`src/rtl/count_mod_chain_pkg.sv`:
```
// ============================================================================
// Module : count_mod_chain_pkg
// Brief  : Shared direction encodings, default geometry and clock presets
// Rev    : 1.0  initial release
// ============================================================================
`default_nettype none

package count_mod_chain_pkg;

    localparam logic CNT_UP = 1'b1;
    localparam logic CNT_DN = 1'b0;

    localparam int DEF_WIDTH = 6;
    localparam int DEF_NCH   = 3;

    localparam int MAX_SS   = 59;
    localparam int MAX_MM   = 59;
    localparam int MAX_HH24 = 23;
    localparam int MAX_HH12 = 11;

endpackage

`default_nettype wire

```
`src/rtl/count_mod_chain_stage.sv`:
```
// ============================================================================
// Module : count_mod_stage
// Brief  : One WIDTH-bit up/down modulo stage with saturating load
// Rev    : 1.0  initial release
// ============================================================================
`default_nettype none

module count_mod_stage
    import count_mod_chain_pkg::*;
#(
    parameter int WIDTH = DEF_WIDTH
) (
    input  logic             clk,
    input  logic             rst_n,
    input  logic             clr,
    input  logic             en,
    input  logic             ld,
    input  logic             up,
    input  logic [WIDTH-1:0] d,
    input  logic [WIDTH-1:0] max,
    output logic [WIDTH-1:0] q,
    output logic             tc
);

    logic [WIDTH-1:0] r_q;
    logic             w_at_top;
    logic             w_at_zero;
    logic             w_dn_reload;
    logic [WIDTH-1:0] w_ld_val;

    // >= rather than == so a max lowered below the current value still wraps
    assign w_at_top    = (r_q >= max);
    assign w_at_zero   = (r_q == '0);
    assign w_dn_reload = w_at_zero | (r_q > max);
    assign w_ld_val    = (d > max) ? max : d;

    always_ff @(posedge clk or negedge rst_n) begin
        if (!rst_n) begin
            r_q <= '0;
        end else if (clr) begin
            r_q <= '0;
        end else if (ld) begin
            r_q <= w_ld_val;
        end else if (en) begin
            if (up == CNT_UP) begin
                r_q <= w_at_top ? '0 : r_q + WIDTH'(1);
            end else begin
                r_q <= w_dn_reload ? max : r_q - WIDTH'(1);
            end
        end
    end

    assign q  = r_q;
    assign tc = (up == CNT_UP) ? w_at_top : w_at_zero;

endmodule

`default_nettype wire

```
`src/rtl/count_mod_chain.sv`:
```
// ============================================================================
// Module : count_mod_chain
// Brief  : NCH cascaded modulo stages with clock enable and ripple carry/borrow
// Rev    : 1.0  initial release
// ============================================================================
`default_nettype none

module count_mod_chain
    import count_mod_chain_pkg::*;
#(
    parameter int WIDTH = DEF_WIDTH,
    parameter int NCH   = DEF_NCH
) (
    input  logic                 clk,
    input  logic                 rst_n,
    input  logic                 ce,
    input  logic                 clr,
    input  logic                 up,
    input  logic                 ld,
    input  logic [NCH-1:0]       ld_sel,
    input  logic [WIDTH-1:0]     d,
    input  logic [NCH*WIDTH-1:0] max,
    output logic [NCH*WIDTH-1:0] q,
    output logic [NCH-1:0]       tc,
    output logic                 co
);

    // w_en[i] enables stage i; w_en[NCH] is the chain-wide wrap condition
    logic [NCH:0] w_en;

    assign w_en[0] = ce & ~ld;

    for (genvar gi = 0; gi < NCH; gi++) begin : g_stage
        logic w_ld;
        assign w_ld        = ce & ld & ld_sel[gi];
        assign w_en[gi+1]  = w_en[gi] & tc[gi];

        count_mod_stage #(
            .WIDTH (WIDTH)
        ) u_stage (
            .clk   (clk),
            .rst_n (rst_n),
            .clr   (clr),
            .en    (w_en[gi]),
            .ld    (w_ld),
            .up    (up),
            .d     (d),
            .max   (max[gi*WIDTH +: WIDTH]),
            .q     (q[gi*WIDTH +: WIDTH]),
            .tc    (tc[gi])
        );
    end

    assign co = w_en[NCH] & ~clr;

endmodule

`default_nettype wire

```
`config.mk`:
```
export PLATFORM = sky130hd
export DESIGN_NAME = count_mod_chain
export DESIGN_NICKNAME = d
export VERILOG_FILES = /design/src/rtl/count_mod_chain_pkg.sv /design/src/rtl/count_mod_chain_stage.sv /design/src/rtl/count_mod_chain.sv
export SDC_FILE = /design/constraint.sdc
export NUM_CORES = 1
export LEC_CHECK = 0
export CAP_MARGIN = 20
export CORE_ASPECT_RATIO = 0.6
export CORE_MARGIN = 5
export CORE_UTILIZATION = 30
export DETAILED_ROUTE_END_ITERATION = 7
export GPL_TIMING_DRIVEN = 0
export SLEW_MARGIN = 20
export SYNTH_ARGS = -nofsm -noshare
export SYNTH_HDL_FRONTEND = slang
export SYNTH_SLANG_ARGS = --single-unit
```
`constraint.sdc`:
```
create_clock -name clk -period 3.57 [get_ports clk]
set_clock_uncertainty 0.15 [all_clocks]
set_input_delay 1.071 -clock clk [delete_from_list [all_inputs] [get_ports clk]]
set_output_delay 1.071 -clock clk [all_outputs]
set_load 0.01 [all_outputs]
```
==> impl_metrics.toml, run 1 <==
[status]
outcome = "finished, violations left"
violations = "setup timing"

[synth]
synth_top_cell_area_share_pct = 19.45
synthTopCellsByArea = "ha_1 19%, dfrtp_1 16%, mux2i_1 5.2%"
avgSynthCellArea_um2 = 8.392
synth_edf_count = 0
synth-main-ff-cell = "dfrtp_1"
synth_cell_types = 46
synth_cells = 345
synth_top_cell_by_area = "ha_1"
synth_async_sr_flop_share_pct = 100.0
synth_fp_nets = 423
yosysSeqAreaShare_pct = 15.56
yosys_warnings = 0
ys_ff_latch = 18
netlist_area_mm2 = 0.002895

[drt]
vias = 3307
wl_per_cell_um = 19.31
via_per_inst = 5.682
dr.pass1.iters = 5
drc = 0
wirelength_mm = 11.24
final_antenna_net_count = 0
drt_iter0_markers = 360

[critical_path]
worst_setup_path_end_kind = "primary output"
crit_arrival_ns = 2.59
cp_max_fo = 2
critPathKind = "input pin to primary output"
cp.required_ns = 2.35
crit_path_start_kind = "input pin"

[run]
cap_viol_max_count = 0

[clock_network]
htreeDepth = 1
cts_buffer_depth = 2
cts_root_buffer = "clkbuf_16"
numCtsBuffers = 3
cts_num_sinks = 18
hold_buffers = 0
clk_pin_slew_worst_paths_ns = 0.06
clkLatencyLatePin_ns = 0.25
cts_tree = "built"

[power_and_ir_drop]
power_density_mw_per_mm2 = 368.7
switching_share_pct = 41.90
peakVddDrop_mv = 0.2632
clock_power_share_pct = 15.5
power.internal_uw = 973.9
fin_total_pwr_uw = 1676
power.share.combinational_pct = 66.1
leakagePower_uw = 0.001919
switchingPower_uw = 702.4
pwr-share-seq_pct = 18.4

[sta]
min_period_over_period_pct = 106.8
fmax_mhz = 262.2
max_slew_margin_pct = 34.65
rsz0062_at_grt = "true"
finalWorstPathRequiredPeriod_ns = 3.814
finalHoldViolCount = 0
tightest_slew_ns = 0.9772
final-max-slew-violation-count = 0
fin_ws_ns = -0.2445
finalSetupViolations = 4
hold_slack_ns = 0.4757

[finish]
syn2layout_area_growth_pct = 57.04
fin_util_pct = 48.94
diodes = 0
final_area_mm2 = 0.004547
nNetsFinal = 531
largest_reg_flops = 18
drive_gt1_share_pct = 34.29

[die]
die_area_mm2 = 0.01178
die-height_um = 86.10
core_area_mm2 = 0.009290
row_count = 27
start_util_pct = 31.16
die_w_um = 136.8
ios = 55

[grt]
grt_remaining_overflow = 0
use_met2_pct = 28.95
grt.total_usage_pct = 18.85
grt_pass1_vias = 3273
met1_usage_pct = 27.46
grt_most_used_layer = "met2"
grt_pass1_wl_mm = 17.65
use_met3_pct = 3.224
grt_antenna_before_repair = 0
grt_max_degree = 19

[worst_hold_path]
min_path_type = "flop to flop"

[place]
place_hpwl_mm = 7.612
globalplace.congestion = 0.8824
port_buffers = 53
dpl_worst_slack_ns = -1.551
place_area_mm2 = 0.003600
[worst paths after layout]
check / start / slack, ns / depth (start not counted) / end
worst min-delay path: g_stage[0].u_stage.q[5] / 0.48 / 2 / g_stage[0].u_stage.q[5]
worst max-delay path: max[12] / -0.24 / 8 / co
min in group asynchronous: rst_n / 1.20 / 1 / g_stage[0].u_stage.q[3]
max in group asynchronous: rst_n / 1.46 / 1 / g_stage[1].u_stage.q[3]
worst min register to register: g_stage[0].u_stage.q[5] / 0.48 / 2 / g_stage[0].u_stage.q[5]
worst max register to register: g_stage[1].u_stage.q[5] / 0.48 / 12 / g_stage[1].u_stage.q[1]
[critical path, cell delays in order]
cell and delay (ns):
buf_12 0.10, ha_4 0.26, nand2b_4 0.11, a21oi_2 0.05
o211ai_1 0.33, a21boi_4 0.27, nor3b_4 0.23, buf_2 0.16
[cells by family (layout without fill, tap and decap cells)]
| kind of cell | count (synthesis) | in the layout | synth area share, % |
|---|---|---|---|
| fa+ha+maj | 45 | 45 | 19.45 |
| simple gates | 85 | 85 | 15.86 |
| buf+inv | 49 | 155 | 7.562 |
| xor+xnor | 23 | 23 | 6.958 |
| flops | 18 | 18 | 15.56 |
| mux | 15 | 15 | 5.186 |
| compound gates | 110 | 111 | 29.43 |
[Yosys cell counts, drive strengths merged, types with 2 or more instances]
| cell | number |
|---|---|
| nand2 | 16 |
| a32o | 10 |
| a211oi | 7 |
| a21boi | 3 |
| and3b | 2 |
| nor3 | 12 |
| nor2 | 10 |
| mux2i | 15 |
| a21o | 3 |
| a221o | 3 |
| clkbuf | 5 |
| buf | 11 |
| o21ai | 13 |
| xnor2 | 12 |
| o21a | 5 |
| a21oi | 22 |
| ha | 45 |
| nand4 | 5 |
| a22o | 4 |
| o211ai | 8 |
| inv | 33 |
| dfrtp | 18 |
| o22a | 8 |
| o221ai | 13 |
| and3 | 4 |
| a31oi | 2 |
| nand3b | 4 |
| a211o | 2 |
| xor2 | 11 |
| a311o | 4 |
| nand2b | 10 |
| nand3 | 18 |
[through the flow]
step,instances,TNS [ns]
2_1_floorplan,345,0
3_3_place_gp,528,-6.987
3_5_place_dp,528,-7.501
4_1_cts,573,-0.7187
5_1_grt,582,-0.7710
6_report,582,-0.5256
[layout by cell type (no fill, tap or decap), drive strengths merged, types with 3 or more instances in the layout]
cell,count
nand3b,4
xnor2,12
clkdlybuf4s50,26
a21boi,3
xor2,11
o221ai,13
a21o,3
a22o,4
nand3,18
inv,33
o21a,5
a221o,3
nor3,12
mux2i,15
ha,45
a21oi,22
dlymetal6s2s,3
and3,4
o22a,8
clkbuf,9
o211ai,9
a32o,10
dfrtp,18
o21ai,13
nand2,16
nand2b,10
a211oi,7
buf,82
a311o,4
nor2,10
nand4,5
[cell type report]
type	count	area (um2)
buffer	13	76.32
fill	845	4743
timing repair buffer	105	974.7
clock buffer	4	88.84
multi-input combinational	279	2633
sequential	18	450.4
tap	130	162.7
inverter	33	161.4
[power by group through the flow]
stage          clock network, uW  logic, uW  registers, uW
4_1_cts                      260       1020            307
5_1_grt                      267       1210            315
3_3_place_gp                   0        852            297
2_1_floorplan                  0        594            292
3_5_place_dp                   0        864            298
6_report                     259       1110            309
[routing by layer]
layer | routed length (um) | vias to the layer above
li1 | - | 1536
met1 | 5248 | 1572
met2 | 4914 | 177
met3 | 864 | 22
met4 | 213 | 0
met5 | 0 | -
[timing repair]
item	4_1_cts	5_1_grt
resized for setup	194	26
endpoints found under the hold margin	0	0
pin swaps	29	23
setup endpoints to repair	4	20
cloned	0	1
setup buffers	43	16
Power figures use the tool's default switching activity.
==> run 2: changes to the inputs <==
CELL_PAD_IN_SITES_DETAIL_PLACEMENT = 1   (was not set)
CELL_PAD_IN_SITES_GLOBAL_PLACEMENT = 1   (was not set)
GPL_TIMING_DRIVEN = not set   (was 0)
PLACE_DENSITY_LB_ADDON = 0.1   (was not set)
==> run 2 against run 1 <==
  * The flow still finishes with violations (setup timing)
  * Sequential power decreased by 11%
  * Fmax is 1.5% higher
  * Die area stayed put
  * Sequential share of layout area down 0.73 points
  * Wire length rose by 16%
  * Cell count grew 10%
==> impl_metrics.toml, run 2 (synthesized netlist as in run 1, its figures left out) <==
[clock_network]
cts_root_buffer = "clkbuf_16"
hold_buffers = 0
clkLatencyLatePin_ns = 0.26
cts_num_sinks = 18
cts_tree = "built"
cts_buffer_depth = 2
clk_pin_slew_worst_paths_ns = 0.06
numCtsBuffers = 3
htreeDepth = 1

[finish]
final_common_cell = "buf_4"
nNetsFinal = 589
largest_reg_flops = 18
syn2layout_area_growth_pct = 69.62
drive_gt1_share_pct = 41.57
most-common-layout-cells = "118 x buf_4, 31 x clkdlybuf4s50_1, 27 x ha_1, 18 x ha_4, 18 x dfrtp_1"
fillers = 1057
diodes = 0

[grt]
grt_pass1_wl_mm = 20.57
grt_pass1_vias = 3735
grt_remaining_overflow = 0
grt.total_usage_pct = 22.32
grt_antenna_before_repair = 0
grt_max_degree = 19

[die]
core_area_mm2 = 0.009290
row_count = 27
ios = 55
start_util_pct = 31.16
die-height_um = 86.10
die_w_um = 136.8
die_area_mm2 = 0.01178

[sta]
max_slew_margin_pct = 69.41
min_period_over_period_pct = 105.3
fin_ws_ns = -0.1874
finalWorstPathRequiredPeriod_ns = 3.757
rsz0062_at_grt = "true"
finalSetupViolations = 4
finalSetupTns_ns = -0.2790
final-max-slew-violation-count = 0
tightest_slew_ns = 0.4575
finalHoldViolCount = 0
fmax_mhz = 266.1

[critical_path]
regToRegSetupSlack_ns = 0.78
startpoint = "max[11]"
cp.required_ns = 2.35
r2r-end = "g_stage[1].u_stage.q[4]"
crit_path_start_kind = "input pin"
cp_slowest_cell = "o211ai_2"
worst_setup_path_end_kind = "primary output"
regToRegStartpoint = "g_stage[1].u_stage.q[5]"
worst_path_largest_cell_delay_ns = 0.29
path_buf_inv = 4
worstRegToRegCells = 11
critPathKind = "input pin to primary output"
cpLargestDelayFamily = "simple AND/OR/NAND/NOR gates"
crit_arrival_ns = 2.54
crit_chain = "buf_8 > inv_6 > ha_4 > nand4_1 > o211ai_2 > buf_6 > o2111ai_4 > nor3b_2 > buf_2"
cp_max_fo = 3

[worst_hold_path]
min_path_type = "flop to flop"
hold_path_end = "g_stage[0].u_stage.q[5]"
hold-path-cell-count = 2
worstHoldStart = "g_stage[0].u_stage.q[5]"

[place]
port_buffers = 54
place_hpwl_mm = 9.820
dpl_worst_slack_ns = -1.289
globalplace.congestion = 0.8646

[drt]
wl_met3_um = 693
dr.pass1.iters = 4
via_per_inst = 5.458
wl_per_cell_um = 20.37
wl_met2_mm = 5.901
drt_iter0_markers = 267
maxUsedRoutingLayer = "met4"
wirelength_mm = 13.03
final_antenna_net_count = 0
wl_met1_mm = 6.330
vias = 3493
drc = 0

[status]
violations = "setup timing"
outcome = "finished, violations left"

[power_and_ir_drop]
leakagePower_uw = 0.002159
peakVddDrop_mv = 0.2387
power_density_mw_per_mm2 = 367.7

[run]
cap_viol_max_count = 0
-- run 2: layout make-up --
class / instances / area [um2] / area share (%)
Clock buffer: 4 / 88.84 / 1.809
Inverter: 33 / 143.9 / 2.930
Multi-Input combinational cell: 278 / 2584 / 52.61
Sequential cell: 18 / 450.4 / 9.172
Tap cell: 130 / 162.7 / 3.312
Timing Repair Buffer: 177 / 1481 / 30.17
-- run 2: per-layer routing --
layer	GRT usage, %	vias to the layer above
met5	0	-
met4	3.442	0
met3	3.165	12
met2	36.01	103
met1	32.16	1732
li1	-	1646
-- run 2: report_power, final --
part / internal [uW] / switching, uW
sequential: 235 / 41.5
clock: 171 / 93.9
combinational: 649 / 615
-- run 2: what timing repair did --
action	CTS	global route
setup buffers	26	6
pin swaps	24	20
setup endpoints to repair	4	10
endpoints found under the hold margin	0	0
resized for setup	153	20
-- run 2: worst max path at each step --
stage          to  slack (ns)  cells after the start
2_1_floorplan  co        0.01                      6
3_3_place_gp   co       -1.25                      8
3_5_place_dp   co       -1.29                      8
4_1_cts        co       -0.13                      9
5_1_grt        co       -0.26                      9
6_report       co       -0.19                      9
-- run 2: worst min-delay path: cells and delay by family (launching register included) --
family	cells	cell delay, ns
compound gates	1	0.07
flops	1	0.44
simple gates	1	0.07
-- run 2: per-stage QoR --
step                      cells  power, uW  utilization (%)  instance area, um2  hold slack (ns)
after detailed placement    606       1346            45.48                4225           0.4152
after global routing        640       1927            52.86                4911           0.5004
after CTS                   636       1767            51.99                4830           0.4816
after floorplan             345      885.3                -                2907           0.4047
final                       640       1806            52.86                4911           0.4641
after global placement      606       1325            45.48                4225           0.4097
==> variant: new RTL, settings of run 2 <==
`DEF_WIDTH`: 6 -> 3.
--- a/src/rtl/count_mod_chain_pkg.sv
+++ b/src/rtl/count_mod_chain_pkg.sv
@@ -10,7 +10,7 @@
     localparam logic CNT_UP = 1'b1;
     localparam logic CNT_DN = 1'b0;
 
-    localparam int DEF_WIDTH = 6;
+    localparam int DEF_WIDTH = 3;
     localparam int DEF_NCH   = 3;
 
     localparam int MAX_SS   = 59;
Ports: changed (resized d, max and q); port bits go from 55 to 34. No check against the original RTL was run, so the function may have changed too.
==> variant against run 2 <==
- sequential share of layout area shrank 0.78 points
- critical path type unchanged
- maximum frequency grew 1.8%
- sequential cell count shrank 9
- highest routed layer unchanged
- total power shrank 54%
- cell area shrank 45%
- wire length shrank 51%
- the flow still finishes with violations (setup timing)
- via count shrank 45%
- worst setup slack gained 0.066 ns
- area after synthesis shrank 43%
==> variant: results <==
group,metric,value,unit
logic_synthesis,synth_compound_area_share,27.81,%
grt,grt_pass1_vias,1963,
layout,layout-drive-gt1-share,37.97,%
placed_design,hpwl,5093,um
logic_synthesis,synth_area_leaders,"ha_1, dfrtp_1, mux2i_1",
grt,grt_max_degree,15,
clocking,insertion_delay,0.24,ns
timing,fin_ws,-0.1215,ns
min_path,hold_start,"g_stage[2].u_stage.q[0]",
critical_path,crit-reg2reg-launch,"g_stage[1].u_stage.q[0]",
outcome,violations,"setup timing",
pwr,max-vdd-ir-drop,164.5,uV
critical_path,reg2reg_to,"g_stage[1].u_stage.q[2]",
pwr,p_leak,1.222,nW
grt,grt.total_usage,18.05,%
layout,largest_reg_flops,9,
logic_synthesis,ys_seq_area_share,13.75,%
routing,wl_per_cell,17.55,um
timing,tns,-0.1844,ns
min_path,hold_path_depth,3,
logic_synthesis,syn_nets,253,
placed_design,place_area,2372,um^2
routing,drt_iter0_drc,79,
clocking,cts_root_buf,"clkbuf_8",
routing,avgViaCountPerCell,5.321,
placed_design,port_buffers,33,
placed_design,pre_cts_ws,-1.041,ns
critical_path,r2r_slack,0.96,ns
logic_synthesis,synth_common_cells,"ha_1, inv_1, nand2_1",
logic_synthesis,yosysUniqueCellTypes,53,
placed_design,gp_congestion,0.8153,
grt,grt_pass1_wl,10180,um
outcome,outcome,"finished, violations left",
logic_synthesis,synth_xor_area_share,1.070,%
timing,setup_viol,2,
timing,whs,0.5860,ns
critical_path,r2r_cells,10,
min_path,whs_endpoint,"g_stage[2].u_stage.q[0]",
logic_synthesis,synth_adder_area_share,20.63,%
timing,relSlewSlack,59.73,%
logic_synthesis,synthMuxAreaShare,6.188,%
layout,final_nets,344,
[variant: worst max-delay path by stage]
stage,from,to,slack (ns),cells past startpoint
final,max[8],co,-0.12,9
after global routing,max[5],co,-0.19,9
after detailed placement,max[2],co,-1.04,9
after floorplan,max[2],co,0.01,7
after CTS,max[1],co,-0.16,9
after global placement,max[1],co,-0.97,9
[variant: cell type report]
cell class,count,area [um^2]
Tap cell,66,82.58
Multi-Input combinational cell,166,1455
Clock buffer,4,45.04
Timing Repair Buffer,94,784.5
Sequential cell,9,225.2
Inverter,22,92.59
Fill cell,609,2495
[variant: report_power, final]
| group | total, mW | switching, mW | internal, mW |
|---|---|---|---|
| Combinational | 0.564 | 0.264 | 0.300 |
| Sequential | 0.135 | 0.0204 | 0.114 |
| Clock | 0.128 | 0.0496 | 0.0786 |
[variant: critical path, stage by stage]
cell	delay [ns]
buf_8	0.10
inv_6	0.05
ha_4	0.20
a21oi_2	0.14
o21ai_2	0.08
or3b_4	0.38
o21a_1	0.14
nor3b_4	0.15
buf_2	0.15
[variant: logic make-up after synthesis]
kind of cell,count (synthesis)
compound gates,59
xor+xnor,2
fa+ha+maj,27
buf+inv,30
flops,9
mux,10
simple gates,68
[variant: repair_timing]
action / 4_1_cts / 5_1_grt
gates resized for setup: 71 / 14
pin swaps: 17 / 15
buffers inserted: 8 / 8
cloned: 0 / 0
endpoints found under the setup margin: 4 / 4
[variant: per-stage QoR]
stage,std cells,total power [mW]
finish,361,0.8268
floorplan,205,0.4035
detailed placement,341,0.6149
global placement,341,0.6052
CTS,353,0.7927
global route,361,0.8875
[variant: routing by layer]
metal,up-vias,track usage (%),part of all wire [%],routed length [um]
met4,0,0.8183,0.21,13
met2,46,28.57,41,2608
li1,945,-,-,-
met1,928,26.77,54,3402
met5,-,0,0,0
met3,2,3.247,4.9,311
